$ cat src/rtl/gpin_pkg.sv
// rtl/gpin_pkg.sv - shared constants for the gpin_edge_irq input port
package gpin_pkg;

  // Register word offsets; offset 1 is reserved and reads as zero.
  localparam logic [1:0] ADDR_DATA = 2'd0;
  localparam logic [1:0] ADDR_RSVD = 2'd1;
  localparam logic [1:0] ADDR_MASK = 2'd2;
  localparam logic [1:0] ADDR_EDGE = 2'd3;

  // Edge polarity selection for the capture logic.
  localparam int EDGE_RISE = 0;
  localparam int EDGE_FALL = 1;
  localparam int EDGE_ANY  = 2;

  // Zero-extends a value of up to 32 bits onto the 32-bit read bus.
  function automatic logic [31:0] zext32(input logic [31:0] value, input int width);
    logic [31:0] result;
    result = '0;
    for (int i = 0; i < 32; i++) begin
      if (i < width) begin
        result[i] = value[i];
      end
    end
    return result;
  endfunction

endpackage

$ cat src/rtl/gpin_sync_edge.sv
// rtl/gpin_sync_edge.sv - per-vector pin synchroniser, delay flop and edge select
module gpin_sync_edge
  import gpin_pkg::*;
#(
  parameter int DATA_WIDTH  = 8,
  parameter int SYNC_STAGES = 2,
  parameter int EDGE_TYPE   = EDGE_RISE
) (
  input  logic                  i_clk,
  input  logic                  i_rst_n,
  input  logic [DATA_WIDTH-1:0] i_pins,
  output logic [DATA_WIDTH-1:0] o_sync,
  output logic [DATA_WIDTH-1:0] o_edge
);

  logic [DATA_WIDTH-1:0] r_sync [SYNC_STAGES];
  logic [DATA_WIDTH-1:0] r_sync_d;
  logic [DATA_WIDTH-1:0] w_s;
  logic [DATA_WIDTH-1:0] w_rise;
  logic [DATA_WIDTH-1:0] w_fall;
  logic [DATA_WIDTH-1:0] w_any;

  // Metastability chain: the last stage is the stable synchronised value.
  always_ff @(posedge i_clk or negedge i_rst_n) begin
    if (!i_rst_n) begin
      for (int i = 0; i < SYNC_STAGES; i++) begin
        r_sync[i] <= '0;
      end
    end else begin
      r_sync[0] <= i_pins;
      for (int i = 1; i < SYNC_STAGES; i++) begin
        r_sync[i] <= r_sync[i-1];
      end
    end
  end

  assign w_s = r_sync[SYNC_STAGES-1];

  // One-cycle delayed copy of the synchronised value for edge comparison.
  always_ff @(posedge i_clk or negedge i_rst_n) begin
    if (!i_rst_n) begin
      r_sync_d <= '0;
    end else begin
      r_sync_d <= w_s;
    end
  end

  assign w_rise = w_s & ~r_sync_d;
  assign w_fall = ~w_s & r_sync_d;
  assign w_any  = w_s ^ r_sync_d;

  // Pick the edge polarity this instance is built for.
  always_comb begin
    o_edge = w_rise;
    if (EDGE_TYPE == EDGE_FALL) begin
      o_edge = w_fall;
    end else if (EDGE_TYPE == EDGE_ANY) begin
      o_edge = w_any;
    end
  end

  assign o_sync = w_s;

endmodule

$ cat src/rtl/gpin_edge_irq.sv
// rtl/gpin_edge_irq.sv - Avalon-MM GP input with edge capture and masked level irq (option: GPIN_BIT_CLEAR_EN)
module gpin_edge_irq
  import gpin_pkg::*;
#(
  parameter int          DATA_WIDTH     = 8,
  parameter int          SYNC_STAGES    = 2,
  parameter int          EDGE_TYPE      = EDGE_RISE,
  parameter logic [31:0] IRQ_MASK_RESET = 32'h0
) (
  input  logic                  clk,
  input  logic                  reset_n,
  input  logic [1:0]            address,
  input  logic                  chipselect,
  input  logic                  write_n,
  input  logic [31:0]           writedata,
  input  logic [DATA_WIDTH-1:0] in_port,
  output logic [31:0]           readdata,
  output logic                  irq
);

  localparam logic [DATA_WIDTH-1:0] LP_MASK_RST = IRQ_MASK_RESET[DATA_WIDTH-1:0];

  logic [DATA_WIDTH-1:0] r_mask;
  logic [DATA_WIDTH-1:0] r_edgecap;
  logic [DATA_WIDTH-1:0] w_sync;
  logic [DATA_WIDTH-1:0] w_edge;
  logic [DATA_WIDTH-1:0] w_wdata;
  logic [DATA_WIDTH-1:0] w_clr;
  logic [DATA_WIDTH-1:0] w_edgecap_nxt;
  logic [31:0]           w_rdata;
  logic                  w_wr;
  logic                  w_wr_mask;
  logic                  w_wr_edge;
  logic                  w_unused_wdata;

  gpin_sync_edge #(
    .DATA_WIDTH  (DATA_WIDTH),
    .SYNC_STAGES (SYNC_STAGES),
    .EDGE_TYPE   (EDGE_TYPE)
  ) u_sync_edge (
    .i_clk   (clk),
    .i_rst_n (reset_n),
    .i_pins  (in_port),
    .o_sync  (w_sync),
    .o_edge  (w_edge)
  );

  assign w_wr      = chipselect & ~write_n;
  assign w_wr_mask = w_wr & (address == ADDR_MASK);
  assign w_wr_edge = w_wr & (address == ADDR_EDGE);
  assign w_wdata   = writedata[DATA_WIDTH-1:0];

  // Upper writedata bits beyond DATA_WIDTH have no effect.
  assign w_unused_wdata = ^writedata;

`ifdef GPIN_BIT_CLEAR_EN
  // Write-1-to-clear: only bits written as 1 are cleared.
  assign w_clr = w_wr_edge ? w_wdata : '0;
`else
  // Any write to the capture register clears every bit.
  assign w_clr = {DATA_WIDTH{w_wr_edge}};
`endif

  // A new edge in the same cycle as a clear keeps the bit set.
  assign w_edgecap_nxt = (r_edgecap & ~w_clr) | w_edge;

  // Sticky edge capture register.
  always_ff @(posedge clk or negedge reset_n) begin
    if (!reset_n) begin
      r_edgecap <= '0;
    end else begin
      r_edgecap <= w_edgecap_nxt;
    end
  end

  // Interrupt mask register.
  always_ff @(posedge clk or negedge reset_n) begin
    if (!reset_n) begin
      r_mask <= LP_MASK_RST;
    end else if (w_wr_mask) begin
      r_mask <= w_wdata;
    end
  end

  // Read mux; reserved and unmapped offsets return zero.
  always_comb begin
    w_rdata = '0;
    case (address)
      ADDR_DATA: w_rdata = zext32(32'(w_sync), DATA_WIDTH);
      ADDR_MASK: w_rdata = zext32(32'(r_mask), DATA_WIDTH);
      ADDR_EDGE: w_rdata = zext32(32'(r_edgecap), DATA_WIDTH);
      default:   w_rdata = '0;
    endcase
  end

  // Registered read data, updated every cycle independent of chipselect.
  always_ff @(posedge clk or negedge reset_n) begin
    if (!reset_n) begin
      readdata <= '0;
    end else begin
      readdata <= w_rdata;
    end
  end

  assign irq = |(r_edgecap & r_mask);

endmodule

$ cat config.mk
export PLATFORM = sky130hd
export DESIGN_NAME = gpin_edge_irq
export DESIGN_NICKNAME = d
export VERILOG_FILES = /design/src/rtl/gpin_pkg.sv /design/src/rtl/gpin_sync_edge.sv /design/src/rtl/gpin_edge_irq.sv
export SDC_FILE = /design/constraint.sdc
export NUM_CORES = 1
export LEC_CHECK = 0
export CAP_MARGIN = 20
export CORE_UTILIZATION = 38
export CTS_CLUSTER_SIZE = 40
export DETAILED_ROUTE_END_ITERATION = 10
export PLACE_DENSITY = 0.82
export SLEW_MARGIN = 5
export SYNTH_ARGS = -nofsm -noshare
export SYNTH_HDL_FRONTEND = slang
export SYNTH_SLANG_ARGS = --single-unit
export TNS_END_PERCENT = 1
$ cat constraint.sdc
create_clock -name clk -period 0.9 [get_ports clk]
set_input_delay 0.09 -clock clk [delete_from_list [all_inputs] [get_ports clk]]
set_output_delay 0.09 -clock clk [all_outputs]
set_load 0.1 [all_outputs]
After elaboration in Yosys (flattened, before gate mapping)
Index checks and enable logic that the tools add are counted.

Output and inout port bits: 33. Register bits after elaboration: 72. Word-level logic and storage cells: 21.

Reductions and logical operators: 2. Equality and inequality tests: 2. Bitwise logic cells: 10. Mux-type cells: 1.

Operator list (count): $and A8 B8 Y8 (3); $pmux W8 S3 (1); $not A8 Y8 (2); $or A8 B8 Y8 (1); $reduce_or A8 Y1 (1); $eq A2 B2 Y1 const B (2); $and A1 B1 Y1 (3); $logic_not A2 Y1 (1); $not A1 Y1 (1).

Depth between registers and ports, before layout
Word-level depth: 6. Depth in mapped cells: 3. Gate-level depth less buffers: 2.

Cells and area by module
Synthesis repeated with hierarchy kept, for this count alone.

Cells, all modules: 132. Area, all modules: 1996.9 µm².

By module, submodules not included: gpin_edge_irq (instances 1, area an instance 1226.2 µm², cells an instance 92); gpin_sync_edge (instances 1, area an instance 770.7 µm², cells an instance 40).

Worst setup path after synthesis
Ideal clock, no wire load.

Path kind: register -> output. From: reg r_mask[2]. To: out irq. Data arrival time: 1.466 ns. Cell stages (with the launch flop): 3. Setup slack: -0.656 ns. Buffers on the path: 0. Cells stage by stage: dfrtp_1 > a22oi_1 > nand4_1.

Word-level cells in the longest chain between the ends: 2.

RTL lines: start, declared (RTL line gpin_edge_irq.sv:23) `logic [DATA_WIDTH-1:0] r_mask;`; start signal, assigned (RTL line gpin_edge_irq.sv:81) `r_mask <= w_wdata;`; $and A8 B8 Y8 (RTL line gpin_edge_irq.sv:105) `assign irq = |(r_edgecap & r_mask);`; $reduce_or A8 Y1 (RTL line gpin_edge_irq.sv:105); end, declared (RTL line gpin_edge_irq.sv:18) `output logic irq`.

Every way passes these cells.

Worst setup path after layout
From: reg r_mask[0]. To: out irq.

The elaborated chain is that of the path after synthesis.

==> flow_metrics.env <==
export IMPL_status="finished, violations left"
export IMPL_failed_checks="negative setup slack"
export IMPL_worstPathArrival_ns=1.27
export IMPL_cap_violations=0
export IMPL_fin_skew_ns=0.00210
export IMPL_floorplan_initialDensity=0.395
export IMPL_die_x_um=72.1
export IMPL_cp_start_kind="flop"
export IMPL_reg2reg_slack_ns=-0.29
export IMPL_fin_util=0.542
export IMPL_n_antenna_cell=0
export IMPL_hold_viol=0
export IMPL_clock_sinks=48
export IMPL_holdPathEnd="u_sync_edge.r_sync[12]$_DFF_PN0_"
export IMPL_finish_instance_area_sq_um=2560
export IMPL_synth_warnings=0
export IMPL_synth_seq_cells=48
export IMPL_clock_latency_ns=0.30
export IMPL_wl_per_cell_um=12.4
export IMPL_ys_types=15
export IMPL_p_seq_frac=0.456
export IMPL_r2r_end="readdata[4]$_DFF_PN0_"
export IMPL_path_class="reg2out"
export IMPL_r2r_start="r_mask[4]$_DFFE_PN0P_"
export IMPL_intPower_mw=3.70
export IMPL_p_sw_mw=1.85
export IMPL_dr_total_vias=1085
export IMPL_path_clk_slew_ns=0.08
export IMPL_reg2reg_depth=4
export IMPL_fmax_mhz=735
export IMPL_drt_iter0_drc=90
export IMPL_hold_ws_ns=0.225
export IMPL_synth_top_area_cell="dfrtp_1"
export IMPL_finalCriticalPeriod_ns=1.36
export IMPL_critPathRequiredTime_ns=0.81
export IMPL_clockRootBuffer="clkbuf_8"
export IMPL_path_cells="a22oi_2 > nand4_1 > buf_12"
export IMPL_min_path_type="in2reg"
export IMPL_leakage_nw=1.23
export IMPL_p_per_area_nw_per_um2=2170
export IMPL_synth_area_per_cell_sq_um=15.1
export IMPL_pwr_share_clk=0.228
export IMPL_hold_depth=1
export IMPL_final_antenna_net_count=0
export IMPL_gp_congestion=0.712
export IMPL_critPathSlowestCell="dfrtp_1"
export IMPL_rows=25
export IMPL_rsz0062_at_grt="true"
export IMPL_io_buffers=30
export IMPL_p_sw_frac=0.333
export IMPL_synth_area_leaders="dfrtp_1 64%, buf_4 9.7%, a22o_1 7.5%"
export IMPL_syn_area_sq_um=1870
export IMPL_syn_inst=124
export IMPL_grt_pass1_vias=1089
export IMPL_p_comb_frac=0.317
export IMPL_dr_pass1_iters=4
export IMPL_grt_pass1_wl_um=5160
export IMPL_yosysTopAreaCellShare=0.643
export IMPL_final_period_utilization=1.51
export IMPL_drive_gt1_frac=0.330
export IMPL_place_hpwl_um=2180
export IMPL_design_die_area_sq_um=5200
export IMPL_vias_per_cell=4.36
export IMPL_htreeDepth=2
export IMPL_wl_um=3100
export IMPL_drc_errors=0
export IMPL_finalMaxSlewViolations=0
export IMPL_final_critical_path_setup_slack_ns=-0.461
export IMPL_grt_overflow_total=0
export IMPL_placed_area_sq_um=2400
export IMPL_vdd_drop_max_v=0.000915
export IMPL_antenna_found_initial=0
export IMPL_critPathMaxStageDelay_ns=0.41
export IMPL_finalPower_mw=5.55
export IMPL_cts_tree="done"
export IMPL_numCtsBuffers=5
export IMPL_cp_max_fo=3
export IMPL_hold_start="in_port[4]"
export IMPL_dieHeight_um=72.1
export IMPL_setup_violations=19
export IMPL_gr_usage_all_layers=0.135
export IMPL_seq_area_frac_synth=0.643
export IMPL_nNetsFinal=227
export IMPL_pin_count=79
export IMPL_core_sq_um=4720
export IMPL_grt_max_degree=49
export IMPL_syn2layout_area_growth_pct=37.1
export IMPL_cts_buffer_depth=2
export IMPL_endpoint_kind="primary output"
## worst max path at each step
| stage | startpoint | end | slack [ns] | cells after the start |
|---|---|---|---|---|
| floorplan | r_edgecap[3]$_DFF_PN0_ | irq | -0.66 | 2 |
| global placement | address[0] | r_mask[4]$_DFFE_PN0P_ | -0.52 | 4 |
| detailed placement | address[0] | r_edgecap[5]$_DFF_PN0_ | -0.56 | 4 |
| CTS | r_mask[2]$_DFFE_PN0P_ | irq | -0.49 | 3 |
| global route | r_mask[0]$_DFFE_PN0P_ | irq | -0.50 | 3 |
| finish | r_mask[0]$_DFFE_PN0P_ | irq | -0.46 | 3 |
## critical path: cells and delay by family (launching register included)
kind | cells | cell delay [ns]
buf+inv | 1 | 0.21
compound gates | 1 | 0.19
flops | 1 | 0.41
simple gates | 1 | 0.17
## state kept, by name, summed over array words and instances, names as in the netlist
signal,cells
r_edgecap,8
r_mask,8
u_sync_edge.o_sync,8
u_sync_edge.r_sync_d,8
readdata,8
u_sync_edge.r_sync,8
## repair_timing
action                     CTS  global route
hold endpoints to repair    48             0
pin swaps                    4             2
gates cloned                 0             0
setup endpoints to repair   33            23
setup buffers                2             0
hold buffers                 1             0
gates resized for setup     13             4
## logic make-up (layout without fill, tap and decap cells)
logic type / count (synthesis) / after routing / share of synthesized area
other cells: 1 / 24 / 0.00201
buf+inv: 35 / 70 / 0.127
compound gates: 20 / 20 / 0.0912
simple gates: 4 / 4 / 0.0214
flops: 48 / 48 / 0.643
mux: 16 / 16 / 0.115
## cell type report
type | count | area, sq um
multi-input cells | 64 | 546
clock buffers | 8 | 90.1
repair buffers | 54 | 609
flip-flops and latches | 48 | 1200
inverters | 8 | 30.0
fillers | 379 | 2160
well taps | 67 | 83.8
## metal layers
metal | GRT usage | part of all wire | vias to the layer above
met5 | 0 | 0 | -
met4 | 0.0588 | 0.019 | 0
met3 | 0.0472 | 0.066 | 5
met2 | 0.212 | 0.47 | 47
met1 | 0.171 | 0.44 | 541
li1 | - | - | 492
## synth_stat cells
master    count
dfrtp_1      48
inv_1         8
buf_4        24
buf_2         1
conb_1        1
nor2_2        1
a22oi_1       4
mux2_4        9
nand4b_2      1
and4bb_1      1
a22o_1       16
buf_6         2
mux2_2        6
mux2_1        1
nand4_1       1
## power groups by stage
| stage | registers (mW) | clock network [mW] | logic, mW |
|---|---|---|---|
| final | 2.53 | 1.26 | 1.76 |
| after global routing | 2.55 | 1.42 | 1.83 |
| after CTS | 2.53 | 1.31 | 1.75 |
| after detailed placement | 2.56 | 0 | 1.67 |
| after global placement | 2.55 | 0 | 1.65 |
| after floorplan | 2.83 | 0 | 0.872 |
## cells in the final DEF (no fill, tap or decap)
master	synthesis	final
mux2_2	6	5
buf_2	1	1
buf_6	2	5
clkbuf_8	0	6
conb_1	1	24
dlygate4sd3_1	0	1
a22o_1	16	16
mux2_4	9	11
clkdlybuf4s50_1	0	16
buf_12	0	11
nand4_1	1	1
a22oi_1	4	1
nand4b_4	0	1
dfrtp_1	48	48
inv_1	8	8
a22oi_2	0	3
buf_4	24	16
clkdlybuf4s15_1	0	2
clkbuf_1	0	2
nor2_2	1	1
dlygate4sd2_1	0	2
and4bb_1	1	1
## per-stage QoR
step	setup slack [ns]	TNS, ns	instances
5_1_grt	-0.503	-2.89	249
3_3_place_gp	-0.516	-12.08	238
6_report	-0.461	-2.27	249
4_1_cts	-0.490	-2.50	249
3_5_place_dp	-0.556	-12.73	238
2_1_floorplan	-0.655	-1.44	147
Note: power is estimated with default switching activity, not from simulation.
